==> config.mk <==
export PLATFORM = sky130hd
export DESIGN_NAME = uart_rx_frame_ctrl
export DESIGN_NICKNAME = d
export VERILOG_FILES = /design/src/rtl/uart_rx_frame_ctrl.sv
export SDC_FILE = /design/constraint.sdc
export NUM_CORES = 1
export LEC_CHECK = 0
export CORE_UTILIZATION = 57
export CTS_CLUSTER_DIAMETER = 60
export DETAILED_ROUTE_END_ITERATION = 6
export PLACE_DENSITY = 0.82
export SKIP_CTS_REPAIR_TIMING = 1
export SYNTH_ARGS = -nofsm -noshare
export SYNTH_HDL_FRONTEND = slang
export SYNTH_SLANG_ARGS = --single-unit
==> constraint.sdc <==
create_clock -name b_bd_clock -period 5 [get_ports b_bd_clock]
set_input_delay 0.5 -clock b_bd_clock [delete_from_list [all_inputs] [get_ports b_bd_clock]]
set_output_delay 0.5 -clock b_bd_clock [all_outputs]
set_load 0.005 [all_outputs]
==> src/rtl/uart_rx_frame_ctrl.sv <==
// UART receiver frame controller on a x4-oversample baud clock with a 4-phase output handshake.
// Define UART_RX_FRAME_CTRL_PARITY_EN to add a parity bit between the data bits and the stop bit.
module uart_rx_frame_ctrl (
  input  logic       b_bd_clock,
  input  logic       inRESET,
  input  logic       iEN,
  input  logic       iRXD,
  input  logic       iPARITY_ODD,
  input  logic       iACK,
  output logic       oREQ,
  output logic [7:0] oDATA,
  output logic       oFERR,
  output logic       oPERR,
  output logic       oOVERRUN,
  output logic       oBREAK
);

  typedef enum logic [2:0] {
    IDLE       = 3'd0,
    START      = 3'd1,
    DATA       = 3'd2,
`ifdef UART_RX_FRAME_CTRL_PARITY_EN
    PARITY     = 3'd3,
`endif
    STOP       = 3'd4,
    BREAK_WAIT = 3'd5
  } state_e;

  state_e     state_q, state_d;
  logic [1:0] cnt_q, cnt_d;
  logic [2:0] bit_q, bit_d;
  logic [7:0] buf_q, buf_d;
  logic       req_q, req_d;
  logic [7:0] data_q, data_d;
  logic       ferr_q, ferr_d;
  logic       ovr_q, ovr_d;
  logic       brk_q, brk_d;
  logic       deliver, dlv_ferr;
`ifdef UART_RX_FRAME_CTRL_PARITY_EN
  logic       perr_q, perr_d;
  logic       operr_q, operr_d;
`else
  logic       unused_parity_odd;
  assign unused_parity_odd = iPARITY_ODD;
`endif

  always_comb begin
    state_d  = state_q;
    cnt_d    = cnt_q + 2'd1;
    bit_d    = bit_q;
    buf_d    = buf_q;
    brk_d    = brk_q;
    deliver  = 1'b0;
    dlv_ferr = 1'b0;
`ifdef UART_RX_FRAME_CTRL_PARITY_EN
    perr_d   = perr_q;
`endif
    case (state_q)
      IDLE: begin
        cnt_d = 2'd0;
        if (iEN && !iRXD) begin
          state_d = START;
`ifdef UART_RX_FRAME_CTRL_PARITY_EN
          perr_d  = 1'b0;
`endif
        end
      end
      START: begin
        if (cnt_q == 2'd1 && iRXD) begin
          state_d = IDLE;
          cnt_d   = 2'd0;
        end else if (cnt_q == 2'd3) begin
          state_d = DATA;
          bit_d   = 3'd0;
        end
      end
      DATA: begin
        if (cnt_q == 2'd1) buf_d = {iRXD, buf_q[7:1]};
        if (cnt_q == 2'd3) begin
          bit_d = bit_q + 3'd1;
`ifdef UART_RX_FRAME_CTRL_PARITY_EN
          if (bit_q == 3'd7) state_d = PARITY;
`else
          if (bit_q == 3'd7) state_d = STOP;
`endif
        end
      end
`ifdef UART_RX_FRAME_CTRL_PARITY_EN
      PARITY: begin
        if (cnt_q == 2'd1) perr_d = ((^buf_q) ^ iRXD) != iPARITY_ODD;
        if (cnt_q == 2'd3) state_d = STOP;
      end
`endif
      STOP: begin
        if (cnt_q == 2'd1) begin
          cnt_d = 2'd0;
          // An all-zero byte with a low stop bit is a break, not a framing error
          if (!iRXD && buf_q == 8'h00) begin
            state_d = BREAK_WAIT;
            brk_d   = 1'b1;
          end else begin
            state_d  = IDLE;
            deliver  = 1'b1;
            dlv_ferr = !iRXD;
          end
        end
      end
      BREAK_WAIT: begin
        cnt_d = 2'd0;
        if (iRXD) begin
          state_d = IDLE;
          brk_d   = 1'b0;
        end
      end
      default: begin
        state_d = IDLE;
        cnt_d   = 2'd0;
      end
    endcase

    if (!iEN && state_q != IDLE) begin
      state_d = IDLE;
      cnt_d   = 2'd0;
      brk_d   = 1'b0;
      deliver = 1'b0;
    end
  end

  // Handshake side runs independently of the receive FSM; an ack and a dropped frame may coincide
  always_comb begin
    req_d  = req_q;
    data_d = data_q;
    ferr_d = ferr_q;
    ovr_d  = ovr_q;
`ifdef UART_RX_FRAME_CTRL_PARITY_EN
    operr_d = operr_q;
`endif
    if (req_q && iACK) req_d = 1'b0;
    if (deliver) begin
      if (req_q || iACK) begin
        ovr_d = 1'b1;
      end else begin
        req_d  = 1'b1;
        data_d = buf_q;
        ferr_d = dlv_ferr;
        ovr_d  = 1'b0;
`ifdef UART_RX_FRAME_CTRL_PARITY_EN
        operr_d = perr_q;
`endif
      end
    end
  end

  always_ff @(posedge b_bd_clock or negedge inRESET) begin
    if (!inRESET) begin
      state_q <= IDLE;
      cnt_q   <= 2'd0;
      bit_q   <= 3'd0;
      buf_q   <= 8'h00;
      req_q   <= 1'b0;
      data_q  <= 8'h00;
      ferr_q  <= 1'b0;
      ovr_q   <= 1'b0;
      brk_q   <= 1'b0;
`ifdef UART_RX_FRAME_CTRL_PARITY_EN
      perr_q  <= 1'b0;
      operr_q <= 1'b0;
`endif
    end else begin
      state_q <= state_d;
      cnt_q   <= cnt_d;
      bit_q   <= bit_d;
      buf_q   <= buf_d;
      req_q   <= req_d;
      data_q  <= data_d;
      ferr_q  <= ferr_d;
      ovr_q   <= ovr_d;
      brk_q   <= brk_d;
`ifdef UART_RX_FRAME_CTRL_PARITY_EN
      perr_q  <= perr_d;
      operr_q <= operr_d;
`endif
    end
  end

  assign oREQ     = req_q;
  assign oDATA    = data_q;
  assign oFERR    = ferr_q;
  assign oOVERRUN = ovr_q;
  assign oBREAK   = brk_q;
`ifdef UART_RX_FRAME_CTRL_PARITY_EN
  assign oPERR    = operr_q;
`else
  assign oPERR    = 1'b0;
`endif

endmodule

==> results.toml, run 1 <==
[outcome]
status = "finished, final reports clean"

[setup_path]
worstSetupPathType = "in -> reg"
crit_fanout = 10
cp_data_required_time_ns = 5.26
slowest_delay_ns = 0.70
worstSetupStartpointType = "primary input"
path_buf_inv = 1
cp_top_family = "buffers and inverters"
worstPathArrival_ns = 2.50
end_kind = "register"
path_cells = "clkdlybuf4s50_1 -> nor4bb_1 -> a21boi_0 -> o22ai_1 -> mux2i_1"
critPathSlowestCell = "clkdlybuf4s50_1"

[floorplanning]
die_w_um = 52.18
row_count = 17
dieArea_mm2 = 0.002722
initial_core_util_pct = 62.47
coreArea_mm2 = 0.002297
ios = 19
fp.dieH_um = 52.18

[power_and_ir_drop]
peakVddDrop_uv = 234.6
p_sw_share_pct = 26.57
p_leak_nw = 0.7561
clkPwrFrac_pct = 30.1
p_sw_mw = 0.1286
power_density_mw_per_mm2 = 290.1
pwr-share-comb_pct = 18.0
p_int_mw = 0.3555
p_seq_share_pct = 51.9

[detailed_routing]
drtIter0Drc = 25
vias = 963
wl_per_cell_um = 15.73
drt_wl_total_mm = 2.486
ant_nets = 0
viasPerCell = 6.095
drt_pass1_iterations = 4
drcViolationCount = 0

[min_path]
hold_path.class = "in -> async"

[synthesis]
synth_fp_nets = 125
synth_cell_types = 37
synthCells = 113
syn-mean-instance-area_um2 = 12.70
ys_async_sr_fraction_pct = 100.0
yosysSeqAreaShare_pct = 48.82
synth_ff_type = "dfrtp_1"
ys_warn_count = 0
ys_ff_latch = 28
synth-edff-count = 0
synth.cell_area_mm2 = 0.001435

[place]
place.gp.congestion = 0.8072
place_inst = 154
place_hpwl_mm = 1.798
port_buffers = 16

[clocking]
clkSinkCount = 28
path_clk_slew_ns = 0.14
clkLatencyLatePin_ns = 0.32
cts_buffers = 3
clock_path_buffers = 2
cts_root_buffer = "clkbuf_4"
htreeDepth = 1
cts_tree = "built"

[global_route]
antenna_found_initial = 0
grt_util_all_layers_pct = 21.03
grt_max_degree = 29
grt_pass1_wl_mm = 4.209
grt.overflow.total = 0
first_global_vias = 992

[cells_and_area]
final_cell_mix = "dfrtp_1 (28), clkdlybuf4s50_1 (16), mux2_2 (14)"
fin_nets = 143
diodes = 0
drive_gt1_share_pct = 24.62
area_delta_synth_final_pct = 16.30
mostFrequentLayoutCell = "dfrtp_1"
layoutNonFillerInstCount = 158

[sta]
min_period_ns = 2.236
timing_hold_violations_final = 0
rsz0062_at_grt = "false"
fin_crit_sh_pct = 44.73
setup_viol = 0
fin_tns_setup_ns = 0
timing.fmax_mhz = 447.2
max-slew-margin-rel_pct = 48.88
slew_violations = 0
fin_worst_skew_ns = 0.002517
worstMarginPinSlew_ns = 0.7611

[flow_run]
maxCapViolCount = 0
## metal layers
layer	up-vias	GRT usage (%)	routed length, um
met3	4	3.768	92
met5	-	0	0
li1	453	-	-
met1	481	27.10	1161
met4	0	5.702	22
met2	25	36.32	1209
## worst paths after layout
check | from | to | slack (ns) | cells after the start
max | iEN | state_q[0] | 2.76 | 5
min | inRESET | state_q[1] | 0.53 | 2
max reg2reg | cnt_q[1] | oDATA[4] | 2.95 | 5
min reg2reg | oDATA[5] | oDATA[5] | 0.53 | 1
max in group asynchronous | inRESET | buf_q[5] | 4.21 | 2
min in group b_bd_clock | oDATA[5] | oDATA[5] | 0.53 | 1
## metrics by stage
stage	hold WS, ns	power, mW	utilization [%]	worst slack [ns]	cell area (um2)
6_report	0.5282	0.4841	72.66	2.764	1669
5_1_grt	0.5467	0.5079	72.66	2.720	1669
4_1_cts	0.5358	0.4875	72.66	2.820	1669
3_5_place_dp	0.4990	0.3418	70.37	2.454	1617
3_3_place_gp	0.4897	0.3374	70.37	2.507	1617
2_1_floorplan	0.2044	0.3210	-	3.210	1435
## registers in the layout (all words and copies together) (netlist names)
signal / count
oREQ: 1
oOVERRUN: 1
buf_q: 8
state_q: 3
oBREAK: 1
oFERR: 1
cnt_q: 2
bit_q: 3
oDATA: 8
## Yosys cell counts, types with 2 or more instances
library cell | instances | share of area, %
nand2b_1 | 2 | 0.87
nand2_1 | 6 | 1.6
a21oi_1 | 3 | 1.0
o22ai_1 | 2 | 0.87
nor2_1 | 2 | 0.52
buf_2 | 2 | 0.70
or4_1 | 2 | 1.0
a22o_1 | 3 | 1.8
a21boi_0 | 2 | 1.0
inv_1 | 6 | 1.6
mux2_4 | 5 | 5.2
nor2b_1 | 2 | 0.87
nor3_1 | 2 | 0.70
a41oi_1 | 2 | 1.2
ha_1 | 6 | 5.2
mux2_2 | 14 | 11
o21ba_2 | 2 | 1.4
nor3b_1 | 2 | 1.0
dfrtp_1 | 28 | 49
o21ai_0 | 3 | 1.0
## power by group through the flow
| stage | sequential (mW) | combinational [mW] | clock [mW] |
|---|---|---|---|
| 2_1_floorplan | 0.242 | 0.0794 | 0 |
| 3_3_place_gp | 0.253 | 0.0845 | 0 |
| 3_5_place_dp | 0.255 | 0.0873 | 0 |
| 4_1_cts | 0.251 | 0.0875 | 0.149 |
| 5_1_grt | 0.252 | 0.0988 | 0.157 |
| 6_report | 0.251 | 0.0873 | 0.146 |
## logic make-up after synthesis
logic type      synth area share, %
simple gates                  15.34
flops                         48.82
compound gates                10.37
mux                           16.91
buf+inv                       3.051
fa+ha+maj                     5.231
other cells                  0.2613
## layout make-up
type	count	area, um2
inverter	6	22.52
fill	171	628.1
tap	28	35.03
timing repair buffer	17	167.7
sequential	28	700.7
clock buffer	3	22.52
clock inverter	1	30.03
multi-input combinational	75	690.7
(Power assumes the default switching activity.)
==> run 2: changes to the inputs <==
Settings changed: CORE_UTILIZATION 57 to 48, PLACE_DENSITY 0.82 to 0.74.
Clock period 5 ns to 2 ns, I/O delays scaled along.
==> results.toml, run 2 (synthesis gave the netlist of run 1 again) <==
[detailed_routing]
wl_per_cell_um = 14.30
drcViolationCount = 7
drt_wl_total_mm = 2.446
ant_nets = 0
drt_pass1_iterations = 6
drtIter0Drc = 29
vias = 952
viasPerCell = 5.567

[cells_and_area]
layoutNonFillerInstCount = 171
fin_nets = 153
drive_gt1_share_pct = 30.00
fillers = 217
seq_area_um2 = 700.7
diodes = 0
area_delta_synth_final_pct = 22.67
utilization_pct = 62.76
multiInputGateArea_um2 = 690.7
final_cell_mix = "dfrtp_1 (28), clkdlybuf4s50_1 (16), mux2_2 (14), buf_4 (10)"
mostFrequentLayoutCell = "dfrtp_1"

[setup_path]
end_kind = "register"
timing.rr.end = "oDATA[3]"
crit_fanout = 10
worstPathArrival_ns = 2.16
r2r_start = "buf_q[5]"
cp_data_required_time_ns = 2.23
worstSetupPathType = "reg -> reg"
reg2reg_depth = 5
worstSetupStartpointType = "register"
r2r_slack_ns = 0.07

[sta]
min_period_ns = 1.928
fin_crit_sh_pct = 96.40
fin_worst_skew_ns = 0.002265
slew_violations = 0
holdWs_ns = 0.2232
timing.fmax_mhz = 518.7
rsz0062_at_grt = "false"
fin_tns_setup_ns = 0
setup_viol = 0
timing_hold_violations_final = 0

[floorplanning]
coreArea_mm2 = 0.002805
die_w_um = 56.68
row_count = 19
ios = 19
dieArea_mm2 = 0.003213
fp.dieH_um = 56.68
initial_core_util_pct = 51.16

[min_path]
hold_path.class = "in -> async"

[clocking]
path_clk_slew_ns = 0.15
clkSinkCount = 28
cts_tree = "built"
htreeDepth = 1
clkLatencyLatePin_ns = 0.32
clock_path_buffers = 2
cts_root_buffer = "clkbuf_4"
cts_buffers = 3

[place]
port_buffers = 16
place.gp.congestion = 0.7775
place_hpwl_mm = 1.805
place_inst = 167

[power_and_ir_drop]
peakVddDrop_uv = 434.6
power_density_mw_per_mm2 = 708.4
p_leak_nw = 0.8101

[global_route]
grt_util_all_layers_pct = 17.23
first_global_vias = 1017
grt.overflow.total = 0
grt_pass1_wl_mm = 4.340
grt_max_degree = 29
antenna_found_initial = 0

[flow_run]
maxCapViolCount = 0

[outcome]
violations = "DRC"
status = "complete, but fails checks"
## run 2: critical path, stage by stage, from the launching register on
cell     delay, ns
dfrtp_1       0.43
or4_1         0.63
nor3_4        0.25
nor4_4        0.08
buf_12        0.15
mux2_4        0.29
## run 2: worst max path at each step
stage                        start          to  slack (ns)  cells after the start
after floorplan           cnt_q[1]    oDATA[4]        0.21                      5
after global placement         iEN  state_q[0]        0.09                      6
after detailed placement       iEN  state_q[0]        0.07                      6
after CTS                 buf_q[5]    oDATA[3]        0.06                      5
after global routing      buf_q[5]       oFERR       0.004                      5
final                     buf_q[5]    oDATA[3]        0.07                      5
## run 2: through the flow
step | setup WS (ns) | power [mW] | area (um2)
floorplan | 0.2104 | 0.8024 | 1435
global placement | 0.09113 | 0.8797 | 1708
detailed placement | 0.06652 | 0.8902 | 1708
CTS | 0.06198 | 1.264 | 1760
global route | 0.003687 | 1.314 | 1760
finish | 0.07204 | 1.247 | 1760
## run 2: layout make-up
type / instances / share of cell area (%)
flip-flops and latches: 28 / 39.80
clock buffers: 3 / 1.279
clock inverters: 1 / 1.706
multi-input cells: 75 / 39.23
well taps: 31 / 2.203
repair buffers: 27 / 14.50
inverters: 6 / 1.279
## run 2: routing by layer
metal  track usage [%]  routed length [um]  vias to the layer above  share of wire, %
li1                  -                   -                      466                 -
met1             22.64                1227                      464                50
met2             29.25                1115                       18                46
met3             3.226                  82                        4               3.4
met4             4.286                  20                        0              0.82
met5                 0                   0                        -                 0
## run 2: power by group
group	leakage [nW]	internal, mW	switching, mW	total [mW]
Clock	0.0279	0.203	0.163	0.366
Sequential	0.389	0.584	0.0401	0.624
Combinational	0.394	0.132	0.125	0.257
Total	0.810	0.919	0.328	1.25
==> run 3: changes to the inputs <==
Settings changed: CORE_UTILIZATION 48 to 45, PLACE_DENSITY 0.74 to 0.7.
==> results.toml, run 3 (synthesis gave the netlist of run 1 again) <==
[setup_path]
r2r_start = "buf_q[5]"
cp_data_required_time_ns = 2.23
endpoint = "oDATA[3]"
timing.rr.end = "oDATA[3]"
worstSetupPathType = "reg -> reg"
r2r_slack_ns = 0.06
worstSetupStartpointType = "register"
slowest_delay_ns = 0.64
crit_fanout = 10
reg2reg_depth = 5
path_cells = "or4_1 -> nor3_4 -> nor4_4 -> buf_12 -> mux2_4"
critPathSlowestCell = "or4_1"
worstPathArrival_ns = 2.17
end_kind = "register"
crit_path_start = "buf_q[5]"

[clocking]
path_clk_slew_ns = 0.15
clkLatencyLatePin_ns = 0.32
htreeDepth = 1
cts_buffers = 3
cts_root_buffer = "clkbuf_4"
cts_tree = "built"
clkSinkCount = 28
clock_path_buffers = 2

[cells_and_area]
diodes = 0
multiInputGateArea_um2 = 690.7
final_cell_mix = "dfrtp_1 (28), clkdlybuf4s50_1 (16), mux2_2 (14), buf_4 (13)"
fin_nets = 156
utilization_pct = 59.42
seq_area_um2 = 700.7
layoutNonFillerInstCount = 187
fillers = 259
drive_gt1_share_pct = 31.47
mostFrequentLayoutCell = "dfrtp_1"
area_delta_synth_final_pct = 25.37

[floorplanning]
initial_core_util_pct = 47.40
row_count = 20
die_w_um = 58.47
fp.dieH_um = 58.47
coreArea_mm2 = 0.003028
ios = 19
dieArea_mm2 = 0.003419

[detailed_routing]
drtIter0Drc = 32
viasPerCell = 5.257
drt_wl_total_mm = 2.519
ant_nets = 0
vias = 983
met1_length_mm = 1.227
top_layer_used = "met3"
drt_pass1_iterations = 6
wl_met2_mm = 1.242
wl_met3_um = 49
drcViolationCount = 3
wl_per_cell_um = 13.47

[sta]
slew_violations = 0
timing.fmax_mhz = 514.5
timing_hold_violations_final = 0
fin_crit_sh_pct = 97.18
fin_worst_skew_ns = 0.002292
setup_viol = 0
min_period_ns = 1.944
rsz0062_at_grt = "false"

[global_route]
first_global_vias = 967
grt_pass1_wl_mm = 4.257
grt.overflow.total = 0
grt_util_all_layers_pct = 16.19
antenna_found_initial = 0
grt_max_degree = 29

[outcome]
violations = "DRC"
status = "complete, but fails checks"

[place]
place_hpwl_mm = 1.855
place_inst = 182
place.gp.congestion = 0.8028
port_buffers = 16

[min_path]
hold_path.class = "in -> async"

[power_and_ir_drop]
peakVddDrop_uv = 399.4
p_leak_nw = 0.8239
power_density_mw_per_mm2 = 701.9
power_mw = 1.263

[flow_run]
maxCapViolCount = 0
-- run 3: cell count changes in the layout (fill, tap and decap cells not counted) --
cell	before	now
buf_4	10	13
-- run 3: through the flow --
stage | TNS, ns | hold WS, ns | cell area (um2) | setup slack, ns
3_5_place_dp | -0.4514 | 0.4961 | 1727 | -0.09441
4_1_cts | -0.4646 | 0.2302 | 1779 | -0.08945
5_1_grt | 0 | 0.2538 | 1799 | 0.01848
3_3_place_gp | -0.1687 | 0.4899 | 1727 | -0.04327
2_1_floorplan | 0 | -0.09559 | 1435 | 0.2104
6_report | 0 | 0.2213 | 1799 | 0.05641
-- run 3: worst min path at each step --
stage	slack (ns)	end	depth (start not counted)
finish	0.22	oDATA[0]	2
CTS	0.23	oBREAK	2
detailed placement	0.50	oDATA[5]	1
global placement	0.49	oOVERRUN	1
global route	0.25	cnt_q[0]	2
floorplan	-0.1	bit_q[0]	0
-- run 3: where the power goes --
group	internal [mW]	leakage, nW	switching (mW)
clock	0.203	0.0279	0.167
sequential	0.584	0.389	0.0371
combinational	0.139	0.407	0.133
-- run 3: final cells by class --
class	instances	area share (%)
Sequential cell	28	38.94
Multi-Input combinational cell	75	38.39
Timing Repair Buffer	30	15.44
Tap cell	44	3.060
Clock inverter	1	1.669
Clock buffer	3	1.252
Inverter	6	1.252
-- run 3: worst max-delay path, delay by kind of cell, from the launching register on --
family / cells / cell delay, ns
multiplexers: 1 / 0.29
flip-flops: 1 / 0.43
buffers and inverters: 1 / 0.15
AND/OR/NAND/NOR: 3 / 0.98
-- run 3: metal layers --
layer | up-vias | track usage [%]
met2 | 13 | 25.78
met4 | 0 | 5.442
li1 | 472 | -
met3 | 0 | 2.637
met5 | - | 0
met1 | 498 | 22.59
